### src/rtl/hazard_ctrl.sv
// -----------------------------------------------------------------------------
// hazard_ctrl
// Pipeline sequencer for the RV32I core. It keeps an in-order scoreboard of
// issued-but-not-retired destination registers and uses it to stall decode on
// read-after-write hazards. It also freezes the pipeline while memory is busy
// and squashes fetch/decode after a taken branch.
//
// Parameters
//   DEPTH      scoreboard entries, issue to writeback commit (2..7)
//   FLUSH_LEN  cycles FLUSH is high after a taken branch, the branch cycle
//              included (1..7)
//
// Ports
//   CLK, RST        clock, asynchronous active-high reset
//   D_VALID         decode holds a valid instruction
//   D_OPCODE        decoded opcode
//   D_REG_D/S1/S2   rd, rs1, rs2 of the decode instruction
//   MEM_BUSY        memory wait, freezes everything
//   BR_TAKEN        execute resolved a taken branch/jump
//   M_VALID         writeback commit of the oldest in-flight instruction
//   M_REG_D         rd being committed (checked only with the statistics build)
//   HOLD            hold fetch and decode latches
//   FREEZE          freeze all stages, gate regfile write
//   BUBBLE          execute latch loads invalid
//   ISSUE           decode instruction accepted into execute
//   FLUSH           squash fetch/decode contents
//   STATE           FSM state (RUN=0, INTERLOCK=1, FREEZE=2, FLUSH=3)
//   OCC             scoreboard occupancy
//   ERR             sticky commit error
//
// Build option
//   HAZARD_CTRL_STAT_EN  adds STAT_ISSUE, STAT_STALL, STAT_FLUSH counters and
//                        flags a commit whose M_REG_D differs from the head rd.
// -----------------------------------------------------------------------------
module hazard_ctrl #(
    parameter int DEPTH     = 3,
    parameter int FLUSH_LEN = 2
) (
    input  logic        CLK,
    input  logic        RST,
    input  logic        D_VALID,
    input  logic [6:0]  D_OPCODE,
    input  logic [4:0]  D_REG_D,
    input  logic [4:0]  D_REG_S1,
    input  logic [4:0]  D_REG_S2,
    input  logic        MEM_BUSY,
    input  logic        BR_TAKEN,
    input  logic        M_VALID,
    input  logic [4:0]  M_REG_D,
    output logic        HOLD,
    output logic        FREEZE,
    output logic        BUBBLE,
    output logic        ISSUE,
    output logic        FLUSH,
    output logic [1:0]  STATE,
    output logic [2:0]  OCC,
`ifdef HAZARD_CTRL_STAT_EN
    output logic [31:0] STAT_ISSUE,
    output logic [31:0] STAT_STALL,
    output logic [31:0] STAT_FLUSH,
`endif
    output logic        ERR
);

    typedef enum logic [1:0] {
        ST_RUN       = 2'd0,
        ST_INTERLOCK = 2'd1,
        ST_FREEZE    = 2'd2,
        ST_FLUSH     = 2'd3
    } state_t;

    // Operand usage of an opcode, returned as {uses_rs1, uses_rs2, writes_rd}.
    function automatic logic [2:0] op_uses(input logic [6:0] op);
        logic [2:0] u;
        case (op)
            7'b0110011:                         u = 3'b111;
            7'b0010011, 7'b0000011, 7'b1100111: u = 3'b101;
            7'b0100011, 7'b1100011:             u = 3'b110;
            7'b0110111, 7'b0010111, 7'b1101111: u = 3'b001;
            default:                            u = 3'b000;
        endcase
        return u;
    endfunction

    state_t     state_r;
    logic [2:0] occ_r;
    logic [2:0] cnt_r;
    logic       err_r;
    logic [4:0] sb_rd_r [DEPTH];

    logic [2:0] uses_s;
    logic       haz_s;
    logic       pop_s;
    logic       pop_eff_s;
    logic       full_s;
    logic       flushing_s;
    logic       hold_s;
    logic       freeze_s;
    logic       issue_s;
    logic       flush_s;
    logic       br_acc_s;
    logic       stall_s;
    logic [4:0] push_rd_s;
    logic [2:0] wr_idx_s;

`ifndef HAZARD_CTRL_STAT_EN
    logic unused_m_reg_d;
    assign unused_m_reg_d = ^M_REG_D;
`endif

    // Hazard detection against every live entry, the retiring head included,
    // because its regfile write only lands at the coming edge.
    always_comb begin
        uses_s = op_uses(D_OPCODE);
        haz_s  = 1'b0;
        for (int i = 0; i < DEPTH; i++) begin
            haz_s = haz_s | ((3'(i) < occ_r) &&
                    ((uses_s[2] && (D_REG_S1 != 5'd0) && (sb_rd_r[i] == D_REG_S1)) ||
                     (uses_s[1] && (D_REG_S2 != 5'd0) && (sb_rd_r[i] == D_REG_S2))));
        end
        haz_s = haz_s & D_VALID;
    end

    // Per-cycle control decision in priority order:
    // memory wait > taken branch > flush countdown > hazard/full > issue.
    always_comb begin
        pop_s      = M_VALID & ~MEM_BUSY;
        pop_eff_s  = pop_s & (occ_r != 3'd0);
        full_s     = D_VALID & (occ_r == 3'(DEPTH)) & ~pop_s;
        // The counter is non-zero exactly while FLUSH-state cycles remain,
        // which also lets a flush resume after an intervening freeze.
        flushing_s = (cnt_r != 3'd0);
        hold_s     = 1'b0;
        freeze_s   = 1'b0;
        issue_s    = 1'b0;
        flush_s    = 1'b0;
        br_acc_s   = 1'b0;
        stall_s    = 1'b0;
        if (RST) begin
            hold_s = 1'b0;
        end else if (MEM_BUSY) begin
            freeze_s = 1'b1;
            hold_s   = 1'b1;
        end else if (BR_TAKEN) begin
            flush_s  = 1'b1;
            br_acc_s = 1'b1;
        end else if (flushing_s) begin
            flush_s = 1'b1;
        end else if (haz_s || full_s) begin
            hold_s  = 1'b1;
            stall_s = 1'b1;
        end else begin
            issue_s = D_VALID;
        end
        // Every issue takes an entry; non-writers record x0 so they never match.
        push_rd_s = uses_s[0] ? D_REG_D : 5'd0;
        // A same-cycle pop shifts the FIFO down, so the tail slot moves too.
        wr_idx_s  = pop_eff_s ? (occ_r - 3'd1) : occ_r;
    end

    assign HOLD   = hold_s;
    assign FREEZE = freeze_s;
    assign ISSUE  = issue_s;
    assign BUBBLE = ~issue_s;
    assign FLUSH  = flush_s;
    assign STATE  = state_r;
    assign OCC    = occ_r;
    assign ERR    = err_r;

    // Sequencer FSM, flush counter, scoreboard FIFO and sticky error.
    always_ff @(posedge CLK or posedge RST) begin
        if (RST) begin
            state_r <= ST_RUN;
            occ_r   <= 3'd0;
            cnt_r   <= 3'd0;
            err_r   <= 1'b0;
            for (int i = 0; i < DEPTH; i++) begin
                sb_rd_r[i] <= 5'd0;
            end
        end else begin
            if (MEM_BUSY) begin
                state_r <= ST_FREEZE;
            end else if (BR_TAKEN) begin
                state_r <= (FLUSH_LEN > 1) ? ST_FLUSH : ST_RUN;
                cnt_r   <= 3'(FLUSH_LEN - 1);
            end else if (flushing_s) begin
                state_r <= (cnt_r > 3'd1) ? ST_FLUSH : ST_RUN;
                cnt_r   <= cnt_r - 3'd1;
            end else if (stall_s) begin
                state_r <= ST_INTERLOCK;
            end else begin
                state_r <= ST_RUN;
            end

            // Shift out the head on a commit; the new entry lands at the tail.
            for (int i = 0; i < DEPTH - 1; i++) begin
                if (issue_s && (wr_idx_s == 3'(i))) begin
                    sb_rd_r[i] <= push_rd_s;
                end else if (pop_eff_s) begin
                    sb_rd_r[i] <= sb_rd_r[i + 1];
                end
            end
            if (issue_s && (wr_idx_s == 3'(DEPTH - 1))) begin
                sb_rd_r[DEPTH - 1] <= push_rd_s;
            end

            if (issue_s && !pop_eff_s) begin
                occ_r <= occ_r + 3'd1;
            end else if (!issue_s && pop_eff_s) begin
                occ_r <= occ_r - 3'd1;
            end

            if (pop_s && (occ_r == 3'd0)) begin
                err_r <= 1'b1;
            end
`ifdef HAZARD_CTRL_STAT_EN
            else if (pop_s && (M_REG_D != sb_rd_r[0])) begin
                err_r <= 1'b1;
            end
`endif
        end
    end

`ifdef HAZARD_CTRL_STAT_EN
    // Wrapping event counters: issues, HOLD cycles, accepted branches.
    always_ff @(posedge CLK or posedge RST) begin
        if (RST) begin
            STAT_ISSUE <= 32'd0;
            STAT_STALL <= 32'd0;
            STAT_FLUSH <= 32'd0;
        end else begin
            STAT_ISSUE <= STAT_ISSUE + {31'd0, issue_s};
            STAT_STALL <= STAT_STALL + {31'd0, hold_s};
            STAT_FLUSH <= STAT_FLUSH + {31'd0, br_acc_s};
        end
    end
`endif

endmodule

### config.mk
export PLATFORM = sky130hd
export DESIGN_NAME = hazard_ctrl
export DESIGN_NICKNAME = d
export VERILOG_FILES = /design/src/rtl/hazard_ctrl.sv
export SDC_FILE = /design/constraint.sdc
export NUM_CORES = 1
export LEC_CHECK = 0
export ABC_AREA = 0
export CAP_MARGIN = 0
export CORE_MARGIN = 3
export CORE_UTILIZATION = 44
export CTS_BUF_LIST = sky130_fd_sc_hd__clkbuf_4
export DETAILED_ROUTE_END_ITERATION = 8
export GPL_TIMING_DRIVEN = 1
export PLACE_DENSITY = 0.72
export SLEW_MARGIN = 10
export SYNTH_ARGS = -nofsm -noshare
export SYNTH_HDL_FRONTEND = slang
export SYNTH_SLANG_ARGS = --single-unit
### constraint.sdc
create_clock -name CLK -period 2.3 [get_ports CLK]
set_input_delay 0.345 -clock CLK [delete_from_list [all_inputs] [get_ports CLK]]
set_output_delay 0.345 -clock CLK [all_outputs]
set_load 0.01 [all_outputs]
==> results of run 1 <==
## cells in the final DEF (no fill, tap or decap), types with 3 or more instances in the layout
master	synthesis	final
clkbuf_4	0	3
buf_2	1	4
nand2_2	0	4
o22ai_1	4	4
nor4_1	5	3
clkdlybuf4s50_1	0	18
o21ai_0	6	3
buf_4	1	54
o21ai_2	0	3
nor3_1	8	8
or4_4	1	3
nand2_1	15	11
xor2_2	0	3
xor2_1	27	24
inv_1	15	9
a21oi_1	11	9
inv_2	1	5
xnor2_1	5	4
buf_6	3	11
dfrtp_1	24	22
ha_1	9	4
ha_4	0	3
dlygate4sd2_1	0	13
mux2i_1	20	20
nand3_1	4	3
nor2_1	14	13
## what timing repair did
item,4_1_cts,5_1_grt
pin swaps,18,7
hold endpoints to repair,0,0
hold buffers,0,0
resized for setup,66,27
setup endpoints to repair,18,22
setup buffers,8,5
## cell type report
| type | count | area (um2) |
|---|---|---|
| Fill cell | 280 | 1090 |
| Inverter | 17 | 71.3 |
| Clock inverter | 1 | 3.75 |
| Sequential cell | 24 | 603 |
| Multi-Input combinational cell | 162 | 1360 |
| Clock buffer | 3 | 22.5 |
| Tap cell | 50 | 62.6 |
| Timing Repair Buffer | 102 | 868 |
## worst paths after layout
kind / start / to / cells after the start
min in group CLK: ERR / ERR / 1
worst max-delay path: cnt_r[1] / ISSUE / 8
worst min-delay path: RST / sb_rd_r[5] / 3
worst max register to register: cnt_r[1] / OCC[2] / 12
max in group asynchronous: RST / OCC[0] / 3
worst min register to register: ERR / ERR / 1
## metal layers
| layer | vias up | share of wire, % |
|---|---|---|
| met4 | 0 | 1.7 |
| met3 | 8 | 2.3 |
| li1 | 944 | - |
| met5 | - | 0 |
| met1 | 922 | 47 |
| met2 | 30 | 49 |
## through the flow
stage / setup slack [ns] / hold WS (ns) / area (um2) / instances
3_3_place_gp: -0.735 / 0.461 / 2720 / 343
6_report: -0.134 / 0.493 / 3000 / 359
4_1_cts: -0.0982 / 0.486 / 2860 / 355
2_1_floorplan: 0.0209 / 0.231 / 1930 / 208
5_1_grt: -0.207 / 0.503 / 3000 / 359
3_5_place_dp: -0.729 / 0.468 / 2720 / 343
## critical path, cell delays in order, from the launching register on
cell and delay [ns]:
dfrtp_1 0.41, inv_2 0.09, ha_4 0.14, nor3b_4 0.18, nand4_1 0.19, buf_4 0.20
or3_4 0.41, inv_4 0.07, buf_6 0.09
## state kept, by name, summed over array words and instances (netlist names)
signal	flops
sb_rd_r	15
cnt_r	3
STATE	2
ERR	1
OCC	3
## cell families after synthesis
group,after synthesis,share of synthesized area [%]
compound gates,36,12.5
xor+xnor,32,14.7
fa+ha+maj,9,5.90
buf+inv,22,5.84
flops,24,31.5
mux,20,10.5
simple gates,65,19.1
## power by group through the flow
stage	registers [mW]	clock network [mW]	logic [mW]
floorplan	0.770	0	0.691
global placement	0.760	0	1.28
detailed placement	0.764	0	1.31
CTS	0.763	0.202	1.42
global route	0.801	0.220	1.72
finish	0.779	0.193	1.58
==> results.toml, run 1 <==
[run_status]
status = "complete, but fails checks"
violations = "negative setup slack"

[clocking]
cts_max_path_buffers = 2
numCtsBuffers = 3
cts_htree_levels = 1
cts_tree = "yes"
clk_latency_ns = 0.31
cts.sinks = 24
path_clk_slew_ns = 0.14
clockRootBuffer = "clkbuf_4"

[sta]
slew-limit-headroom_pct = 76.1
worst_pin_slew_ns = 0.356
finalMaxSlewViolations = 0
finalWorstSetupSlack_ns = -0.134
fmax_mhz = 411
hold_viol = 0
fin_skew_ns = 0.00635
tns_ns = -0.482
setup_violations = 14
finalCriticalPeriod_ns = 2.43
rsz0062_at_grt = "yes"
fin_crit_sh_pct = 106

[routing]
drt_iter0_drc = 88
drt_wl_total_mm = 5.51
wl_per_cell_um = 15.3
drc_errors = 0
vias = 1904
routed_via_density = 5.30
ant_nets = 0
detail_route.first_pass.iterations = 4

[critical_path]
criticalPathCategory = "flop to output pin"
critPathMaxFanout = 2
r2r_slack_ns = -0.08
crit_path_end_kind = "output pin"
worstPathRequired_ns = 1.96
crit_path_start_kind = "flop"
cp_data_arrival_time_ns = 2.09

[logic_synthesis]
synth_area_leaders = "dfrtp_1, xor2_1, mux2i_1"
ys_top_cells_by_count = "xor2_1, dfrtp_1, mux2i_1"
syn_nets = 250
netlist.area_leader.share_pct = 31.5
synth_ff_type = "dfrtp_1"
synth-seq-cells = 24
syn_area_per_cell_um2 = 9.17
syn_area_mm2 = 0.00191
async_reset_ff_share_pct = 100
synth_top_area_cell = "dfrtp_1"
ys_seq_area_share_pct = 31.5
yosysWarnings = 0
yosysMostFrequentCell = "xor2_1"
synth_cells = 208
synth-edff-count = 0
synth_cell_type_count = 45

[die]
num_rows = 23
dieArea_mm2 = 0.00516
initial_core_util_pct = 46.7
die_h_um = 71.9
io_pins = 44
core_area_mm2 = 0.00409
dieWidth_um = 71.9

[pwr]
internal_power_mw = 1.50
power_leakage_nw = 1.36
combPwrFrac_pct = 61.8
peakVddDrop_mv = 0.553
p_switching_mw = 1.05
power.density_mw_per_mm2 = 851
p_total_mw = 2.55
p_clk_share_pct = 7.6
swShare_pct = 41.1
p_seq_share_pct = 30.6

[global_route]
use_met2_pct = 35.7
grt_max_degree = 26
overflow = 0
grt_pass1_vias = 1874
grt_usage_pct = 21.0
grt_antenna_before_repair = 0
busiest_layer = "met2"
grt_pass1_wl_mm = 8.61
grtUsageMet3_pct = 1.96
use_met1_pct = 28.6

[placement]
dpl.hpwl_mm = 3.98
io_buffers = 38
place_congestion = 0.919

[run]
cap_violations = 0

[final_layout]
utilization_pct = 73.3
diodes = 0
drive_gt1_share_pct = 38.5
areaGrowthSynthToFinish_pct = 57.0
fin_nets = 352

[hold_path]
hold_path.class = "primary input to asynchronous set/reset pin"
Note: power is estimated with default switching activity, not from simulation.
==> inputs of run 2 (changes only) <==
--- a/config.mk
+++ b/config.mk
@@ -8,11 +8,12 @@
 export ABC_AREA = 0
 export CAP_MARGIN = 0
 export CORE_MARGIN = 3
-export CORE_UTILIZATION = 44
+export CORE_UTILIZATION = 30
 export CTS_BUF_LIST = sky130_fd_sc_hd__clkbuf_4
 export DETAILED_ROUTE_END_ITERATION = 8
 export GPL_TIMING_DRIVEN = 1
-export PLACE_DENSITY = 0.72
+export PLACE_DENSITY = 0.52
+export SETUP_SLACK_MARGIN = 0.4
 export SLEW_MARGIN = 10
 export SYNTH_ARGS = -nofsm -noshare
 export SYNTH_HDL_FRONTEND = slang
==> results.toml, run 2 (same netlist as run 1, synthesis figures left out) <==
[run_status]
status = "complete, but fails checks"
violations = "negative setup slack"

[clocking]
clockRootBuffer = "clkbuf_4"
cts-hold-fix-buffers = 0
cts.sinks = 24
clk_latency_ns = 0.32
path_clk_slew_ns = 0.15
numCtsBuffers = 3
cts_tree = "yes"
cts_htree_levels = 1
cts_max_path_buffers = 2

[global_route]
grt_usage_pct = 15.2
grt_antenna_before_repair = 0
grt_pass1_wl_mm = 9.02
grt_max_degree = 26
overflow = 0
grt_pass1_vias = 1882

[die]
io_pins = 44
num_rows = 28
initial_core_util_pct = 31.7
core_area_mm2 = 0.00603
dieWidth_um = 85.8
dieArea_mm2 = 0.00735
die_h_um = 85.8

[critical_path]
slowest_delay_ns = 0.47
crit_path_start_kind = "flop"
cpMostUsedCell = "buf_6"
critPathTopFamily = "buffers and inverters"
crit_path_end_kind = "flop"
slowest_stage = "or4_4"
critPathMaxFanout = 5
r2r_cells = 11
criticalPathCategory = "flop to flop"
cp_data_arrival_time_ns = 2.69
cp.depth = 11
cp_cell_sequence = "buf_6 > xor2_1 > nor4_4 > a32oi_2 > o22ai_2 > buf_6 > buf_4 > buf_6 > or4_4 > buf_6 > mux2i_1"
crit_buf_inv = 5
worstPathRequired_ns = 2.53

[sta]
worst_pin_slew_ns = 0.338
setup_violations = 19
finalWorstSetupSlack_ns = -0.161
fmax_mhz = 406
fin_crit_sh_pct = 107
tns_ns = -1.51
hold_viol = 0
slew-limit-headroom_pct = 77.5
finalCriticalPeriod_ns = 2.46
fin_skew_ns = 0.0158
rsz0062_at_grt = "yes"
finalMaxSlewViolations = 0

[routing]
routed_via_density = 4.77
drt_iter0_drc = 63
wl_per_cell_um = 14.1
vias = 1841
drt_wl_total_mm = 5.43
detail_route.first_pass.iterations = 4
drc_errors = 0
ant_nets = 0

[run]
cap_violations = 0

[placement]
dpl.hpwl_mm = 4.36
place_congestion = 0.811
pre_cts_slack_ns = -0.730
io_buffers = 38

[pwr]
peakVddDrop_mv = 0.419
power_leakage_nw = 1.37
power.density_mw_per_mm2 = 799

[final_layout]
largest_reg_flops = 15
diodes = 0
fin_nets = 354
areaGrowthSynthToFinish_pct = 59.2
final_cell_mix = "buf_4, xor2_1, clkdlybuf4s50_1, dfrtp_1, mux2i_1"
largest_register = "sb_rd_r"
drive_gt1_share_pct = 35.0
mostFrequentLayoutCell = "buf_4"

[hold_path]
hold_path.class = "primary input to asynchronous set/reset pin"
[run 2: tightest hold or removal path: cells and delay by family]
| family | cells | cell delay [ns] |
|---|---|---|
| buffers and inverters | 3 | 0.89 |
[run 2: final cells by class]
cell class,count,area [um2]
clock buffer,3,22.5
clock inverter,1,3.75
fill,588,2990
inverter,17,71.3
multi-input combinational,162,1340
sequential,24,603
tap,75,93.8
timing repair buffer,104,902
[run 2: what timing repair did]
item                                    in CTS  in global routing
resized for setup                           47                  4
pin swaps                                   20                  2
endpoints found under the setup margin      24                 23
setup buffers                               13                  0
[run 2: stage by stage]
stage / utilization (%) / hold WS, ns / cell area, um2 / total power [mW] / std cells
global placement: 46.9 / 0.478 / 2820 / 2.13 / 369
floorplan: - / 0.231 / 2000 / 1.53 / 208
CTS: 50.0 / 0.491 / 3010 / 2.43 / 386
finish: 50.4 / 0.483 / 3040 / 2.43 / 386
global route: 50.4 / 0.504 / 3040 / 2.63 / 386
detailed placement: 46.9 / 0.479 / 2820 / 2.14 / 369
[run 2: where the power goes]
| part | internal (mW) | leakage (nW) | switching (mW) | total [mW] |
|---|---|---|---|---|
| Clock | 0.0634 | 0.0154 | 0.132 | 0.196 |
| Combinational | 0.782 | 1.09 | 0.680 | 1.46 |
| Sequential | 0.590 | 0.260 | 0.179 | 0.769 |
[run 2: final timing paths]
path / start / end / slack [ns]
hold reg to reg: ERR / ERR / 0.51
setup / recovery: sb_rd_r[6] / sb_rd_r[8] / -0.16
hold / removal: RST / ERR / 0.48
setup reg to reg: sb_rd_r[6] / sb_rd_r[8] / -0.16
max in group asynchronous: RST / sb_rd_r[6] / 1.55
min in group CLK: ERR / ERR / 0.51
[run 2: metal layers]
layer | share of wire, % | vias up | GRT usage (%)
li1 | - | 943 | -
met1 | 50 | 880 | 21.3
met2 | 48 | 14 | 25.6
met3 | 1.3 | 4 | 1.15
met4 | 1.3 | 0 | 3.31
met5 | 0 | - | 0
